===== src/rtl/uart_tx_fifo.sv =====
// uart_tx_fifo: byte FIFO feeding the UART TX controller with a registered, frame-stable head word
module uart_tx_fifo #(
    parameter int DATA_W = 8,
    parameter int ADDR_W = 4
) (
    input  logic              clk,
    input  logic              rst,
    input  logic              wr_en,
    input  logic [DATA_W-1:0] wr_data,
    output logic              full,
    input  logic              rd_en,
    output logic [DATA_W-1:0] rd_data,
    output logic              not_empty,
    output logic [ADDR_W:0]   count,
    output logic              overflow,
    output logic              underflow,
    input  logic              clr_err
);
    localparam int DEPTH = 1 << ADDR_W;
    logic [DATA_W-1:0] mem [DEPTH];
    logic [ADDR_W-1:0] wr_ptr, rd_ptr;
    logic              wr_ok, rd_ok;
    assign full      = count == (ADDR_W+1)'(DEPTH);
    assign not_empty = count != '0;
    assign wr_ok     = wr_en & ~full;
    assign rd_ok     = rd_en & not_empty;
    always_ff @(posedge clk)
        if (wr_ok) mem[wr_ptr] <= wr_data;
    // set wins over clr_err so a coincident error is never lost
    always_ff @(posedge clk or posedge rst)
        if (rst) begin
            wr_ptr    <= '0;
            rd_ptr    <= '0;
            count     <= '0;
            rd_data   <= '0;
            overflow  <= 1'b0;
            underflow <= 1'b0;
        end else begin
            if (wr_ok) wr_ptr <= wr_ptr + 1'b1;
            if (rd_ok) begin
                rd_ptr  <= rd_ptr + 1'b1;
                rd_data <= mem[rd_ptr];
            end
            count     <= (wr_ok && !rd_ok) ? count + 1'b1 : (!wr_ok && rd_ok) ? count - 1'b1 : count;
            overflow  <= (wr_en & full) | (overflow & ~clr_err);
            underflow <= (rd_en & ~not_empty) | (underflow & ~clr_err);
        end
endmodule


===== config.mk =====
export PLATFORM = sky130hd
export DESIGN_NAME = uart_tx_fifo
export DESIGN_NICKNAME = d
export VERILOG_FILES = /design/src/rtl/uart_tx_fifo.sv
export SDC_FILE = /design/constraint.sdc
export NUM_CORES = 1
export LEC_CHECK = 0
export ABC_AREA = 1
export CORE_MARGIN = 2
export CORE_UTILIZATION = 34
export CTS_BUF_LIST = sky130_fd_sc_hd__clkbuf_8
export CTS_CLUSTER_SIZE = 20
export DETAILED_ROUTE_END_ITERATION = 12
export GPL_TIMING_DRIVEN = 0
export PLACE_DENSITY = 0.55
export SYNTH_ARGS = -nofsm -noshare
export SYNTH_HDL_FRONTEND = slang
export SYNTH_SLANG_ARGS = --single-unit

===== constraint.sdc =====
create_clock -name clk -period 5.1 [get_ports clk]
set_input_delay 1.275 -clock clk [delete_from_list [all_inputs] [get_ports clk]]
set_output_delay 1.275 -clock clk [all_outputs]
set_load 0.02 [all_outputs]

# After elaboration in Yosys (flattened, before gate mapping)
# Memories as Yosys holds them, arrays and structs flattened. A register that Yosys moved wholly into a read port is not among the register bits.
# Cells that the tools add are included.
dict set report word_totals {
  ff_bits 15
  ramBits 128
  output_inout_bits 17
  memories 1
}
# memory words width rd rd_clocked_by_memory_dff write_ports line_no
set mem_list {}
lappend mem_list {mem 16 8 1 1 1 20} ;# logic [DATA_W-1:0] mem [DEPTH];
dict set report op_classes {
  add_sub_neg 4
  n_eq_ne 1
  n_mux 4
  bitwise_logic 11
  n_reduce_logical 6
}
# op count
set op_table {}
lappend op_table {{two-way mux 5 bit} 2}
lappend op_table {{adder 4 x 1 -> 4 bit (second input constant)} 2}
lappend op_table {{bitwise AND 1 bit} 6}
lappend op_table {{adder 5 x 1 -> 5 bit (second input constant)} 1}
lappend op_table {{equality test 5 bit (second input constant)} 1}
lappend op_table {{nonzero test 5 bit} 1}
lappend op_table {{subtractor 5 x 1 -> 5 bit (second input constant)} 1}
lappend op_table {{NOT 1 bit} 3}
lappend op_table {{logical AND 1 bit} 2}
lappend op_table {{zero test 1 bit} 2}
lappend op_table {{two-way mux 1 bit} 2}
lappend op_table {{bitwise OR 1 bit} 2}
lappend op_table {{nonzero test 2 bit} 1}

# Depth between registers and ports, before layout
# Gate-level depths: netlist of run 1.
dict set report logic_depth {
  depth_word 7
  depth_mapped 13
  depth_no_buf 13
}

# Worst setup path before layout of run 1
# OpenSTA, ideal clock, no wires.
dict set report synth_timing {
  kind {input-to-reg}
  from {input port rd_en}
  to {register count[4]}
  setup_ps 117
  arrival_time_ps 2501
  slack_ps 2483
  cell_stages 11
  path_cell_list {nand2_4 buf_6 ha_1 fa_1 inv_1 nand2_1 nand2_1 a21oi_1 xor2_1 nand2_1 nand2_1}
}
dict set report synth_via {
  elab_chain_cells 4
  elab_cells_between_ends 6
}
# item line_no
set synth_lines {}
lappend synth_lines {{start, declared} 11} ;# input logic rd_en,
lappend synth_lines {{bitwise AND 1 bit *} 26} ;# assign rd_ok = rd_en & not_empty;
lappend synth_lines {{zero test 1 bit} 44} ;# count <= (wr_ok && !rd_ok) ? count + 1'b1 : (!wr_ok && rd_ok) ? count - 1'b1 : count;
lappend synth_lines {{logical AND 1 bit} 44}
lappend synth_lines {{two-way mux 5 bit / nonzero test 2 bit (equally long branches)} -}
lappend synth_lines {{end signal, assigned} 44}
lappend synth_lines {{end, declared} 14} ;# output logic [ADDR_W:0] count,
# Mark *: on every way between the ends. The rest lies on a longest branch, timed or not.
# A chain may end at the register's enable or synchronous reset.

# Worst setup path in the final report of run 1
dict set report layout_timing {
  from {register count[0]}
  to {output port full}
}
dict set report layout_via {
  elab_chain_cells 1
}
# item line_no
set layout_lines {}
lappend layout_lines {{equality test 5 bit} 23} ;# assign full = count == (ADDR_W+1)'(DEPTH);
lappend layout_lines {{end, declared} 10} ;# output logic full,
# No other way between the ends.

==> results.tsv, run 1 <==
stage	metric	value	unit
placed_design	placed instance area	0.00743	mm^2
synth	mean area per synthesized cell	10.0	um^2
placed_design	IO buf count	29	
global_route	largest net degree at the start of global routing	24	
floorplanning	Initial Util	0.348	
critical_path	setup slack, reg-to-reg	2.59	ns
status	outcome	finished, final reports clean	
synth	Yosys warning count	0	
routing	vias post-DR	4438	
floorplanning	chip height	145	um
sta	Worst Tran Pin Value	1.29	ns
critical_path	crit end category	output pin	
placed_design	Final Wtd Congestion	0.922	
floorplanning	die width	145	um
cells_and_area	fill cell count	1952	
critical_path	Worst EP arrival	2.12	ns
cells_and_area	layout cells sized above 1	0.0836	
sta	TNS Setup	0	ns
cells_and_area	Net count, final	752	
power	VDD IR max	196	uV
synth	synthesized area	0.00680	mm^2
routing	first-pass iteration count of the detailed router	4	
synth	sequential area share after synthesis	0.650	
clock_network	H-tree Lvls	4	
critical_path	reg-to-reg endpoint	count[4]$_DFFE_PP0P_	
clock_network	CTS clock-pin slew for the worst setup and hold paths	0.08	ns
routing	Detailed Route Iter0 Violations	385	
synth	most frequent cell after synthesis	nand2_1	
min_path	worst hold stages	2	
placed_design	pre-CTS WS	1.56	ns
min_path	hold endpoint	rd_data[5]$_DFFE_PP0P_	
sta	Final setup violation count	0	
placed_design	DPL Wire Length	11000	um
synth	top post-synthesis cells by count	229 x nand2_1, 128 x edfxtp_1, 120 x inv_1	
sta	final hold vios	0	
routing	number of remaining DRC errors	0	
clock_network	CTS tree	yes	
floorplanning	area of the die	0.0212	mm^2
power	overall power	0.00417	W
synth	flops & latches, synth	151	
synth	Yosys cell types	25	
sta	Slew Limit Fails	0	
sta	Worst Clk Skew	0.0120	ns
global_route	number of global-route vias before repair	4409	
routing	routed wire length	16300	um
power	Power Dens Cells	530	mW/mm^2
clock_network	clock tree sinks	151	
global_route	GRT Resource Usage Total	0.163	
global_route	GR Overflow Total	0	
job	max-cap viol count	0	
clock_network	Clock Tree Root	clkbuf_8	
floorplanning	core area	0.0195	mm^2
synth	post-synth net total	703	
floorplanning	Core Rows	51	
sta	Slew headroom	0.132	
synth	leading post-synthesis cells by cell area	edfxtp_1 57%, nand2_1 13%, dfrtp_1 8.5%	
critical_path	Setup Crit Path Kind	flop to output pin	
synth	Post-synth top flop	edfxtp_1	
critical_path	reg2reg start	count[0]$_DFFE_PP0P_	
sta	fin crit share	0.665	
routing	top sig layer	met4	
clock_network	Skew-Pair Late Insertion Delay	0.45	ns
synth	Mapped Cells	680	
clock_network	CTS Buffer Depth	2	
clock_network	hold buffer count at CTS	0	
routing	routed len/inst	16.2	um
synth	EDFF count, synth	128	
critical_path	CP startpoint kind	flop	
routing	Post-Route M1 WL	7620	um
global_route	initial antenna violation count	0	
sta	final worst slack	1.71	ns
critical_path	CP Max Fanout	5	
global_route	first-pass GRT wire length	25600	um
clock_network	Post-CTS Setup Repair Bufs	0	
synth	Yosys top cell area share	0.565	
sta	setup repair after global routing missed its margin	no	
floorplanning	Top Ports	30	
cells_and_area	n_diodes	0	
power	leakage	3.44	nW
sta	Max Clk Rate	295	MHz
critical_path	WP data required	3.83	ns
min_path	worst hold-check path type	flop to flop	
routing	met3 WL	698	um
synth	Async SR Flop Fraction	0.152	
routing	Post-DRT Antenna Nets	0	
routing	Via density	4.41	
min_path	hold_sp	rd_data[5]$_DFFE_PP0P_	
clock_network	post-cts sizing count	0	
cells_and_area	post-layout util	0.403	
routing	routed wl met2	7700	um
synth	dominant cell type by area after synthesis	edfxtp_1	
cells_and_area	Final Cell Area	0.00787	mm^2
clock_network	TritonCTS Buffers	17	
critical_path	reg2reg path depth	13	
cells_and_area	area grow syn2layout	15.6	%
sta	Tmin final	3.39	ns
-- worst max-delay path, stage by stage, from the launching register on --
cell and delay (ns):
dfrtp_1 0.48, nor4_4 0.36, nand2_1 0.13, inv_1 0.09, clkdlybuf4s50_1 0.60
-- worst max-delay path by stage --
stage / startpoint / end / slack [ns]
after global placement: wr_en / mem[14][0]$_DFFE_PP_ / 1.48
after global routing: count[0]$_DFFE_PP0P_ / full / 1.58
after floorplan: rd_en / count[4]$_DFFE_PP0P_ / 2.48
after detailed placement: wr_en / mem[11][6]$_DFFE_PP_ / 1.56
after CTS: count[0]$_DFFE_PP0P_ / full / 1.67
final: count[0]$_DFFE_PP0P_ / full / 1.71
-- state kept, by name, summed over array words and instances (netlist names) --
signal and flops:
rd_data 8, count 5, rd_ptr 4, mem 128, overflow 1, underflow 1, wr_ptr 4
-- through the flow --
step	hold WS (ns)	cells
2_1_floorplan	0.491	680
3_3_place_gp	0.464	974
3_5_place_dp	0.465	974
4_1_cts	0.487	1006
5_1_grt	0.515	1007
6_report	0.481	1007
-- area by class of cell --
cell class | instances | area (um^2) | area share
flip-flops and latches | 151 | 4420 | 0.562
repair buffers | 30 | 295 | 0.0375
well taps | 265 | 332 | 0.0422
plain buffers | 29 | 186 | 0.0237
multi-input cells | 377 | 1750 | 0.222
clock buffers | 19 | 262 | 0.0332
clock inverters | 13 | 164 | 0.0208
inverters | 123 | 462 | 0.0587
-- kinds of logic (layout without fill, tap and decap cells) --
| logic type | count (synthesis) | count (layout) | share of synthesized area |
|---|---|---|---|
| simple gates | 351 | 351 | 0.219 |
| buf+inv | 152 | 214 | 0.0953 |
| flops | 151 | 151 | 0.650 |
| fa+ha+maj | 10 | 10 | 0.0195 |
| compound gates | 9 | 9 | 0.00717 |
| xor+xnor | 7 | 7 | 0.00901 |
-- cell usage in the layout, fill, tap and decap left out, types with 3 or more instances in the layout --
cell,Yosys,routed
buf_2,11,12
buf_4,11,11
buf_6,3,3
bufinv_16,0,4
clkbuf_8,0,19
clkdlybuf4s50_1,0,29
clkinv_2,0,4
dfrtp_1,23,23
edfxtp_1,128,128
ha_1,9,9
inv_1,120,124
nand2_1,229,229
nand3_1,100,100
nor3_1,16,14
o21ai_0,5,5
xnor2_1,3,3
xor2_1,4,4
-- report_power, final --
| part | internal, W | switching (W) |
|---|---|---|
| registers | 0.00151 | 0.000103 |
| logic | 0.000529 | 0.00105 |
| clock network | 0.000549 | 0.000423 |
-- routing by layer --
layer	track usage	vias up
li1	-	2264
met1	0.220	2064
met2	0.262	92
met3	0.0323	18
met4	0.0569	0
met5	0	-
(Power assumes the default switching activity.)
==> inputs of run 2 (changes only) <==
==> constraint.sdc (replaced) <==
create_clock -name clk -period 3.28 [get_ports clk]
set_input_delay 0.82 -clock clk [delete_from_list [all_inputs] [get_ports clk]]
set_output_delay 0.82 -clock clk [all_outputs]
set_load 0.02 [all_outputs]
==> results of run 2 <==
Same layout as run 1 (identical final DEF). Status: finished, final reports clean.
Main changes from that run: setup slack after placement 1.56 ns -> 0.190 ns; setup slack after layout 1.71 ns -> 0.343 ns; register-to-register setup slack 2.59 ns -> 0.77 ns; total power 0.00417 W -> 0.00648 W; worst IR drop on VDD 196 uV -> 305 uV
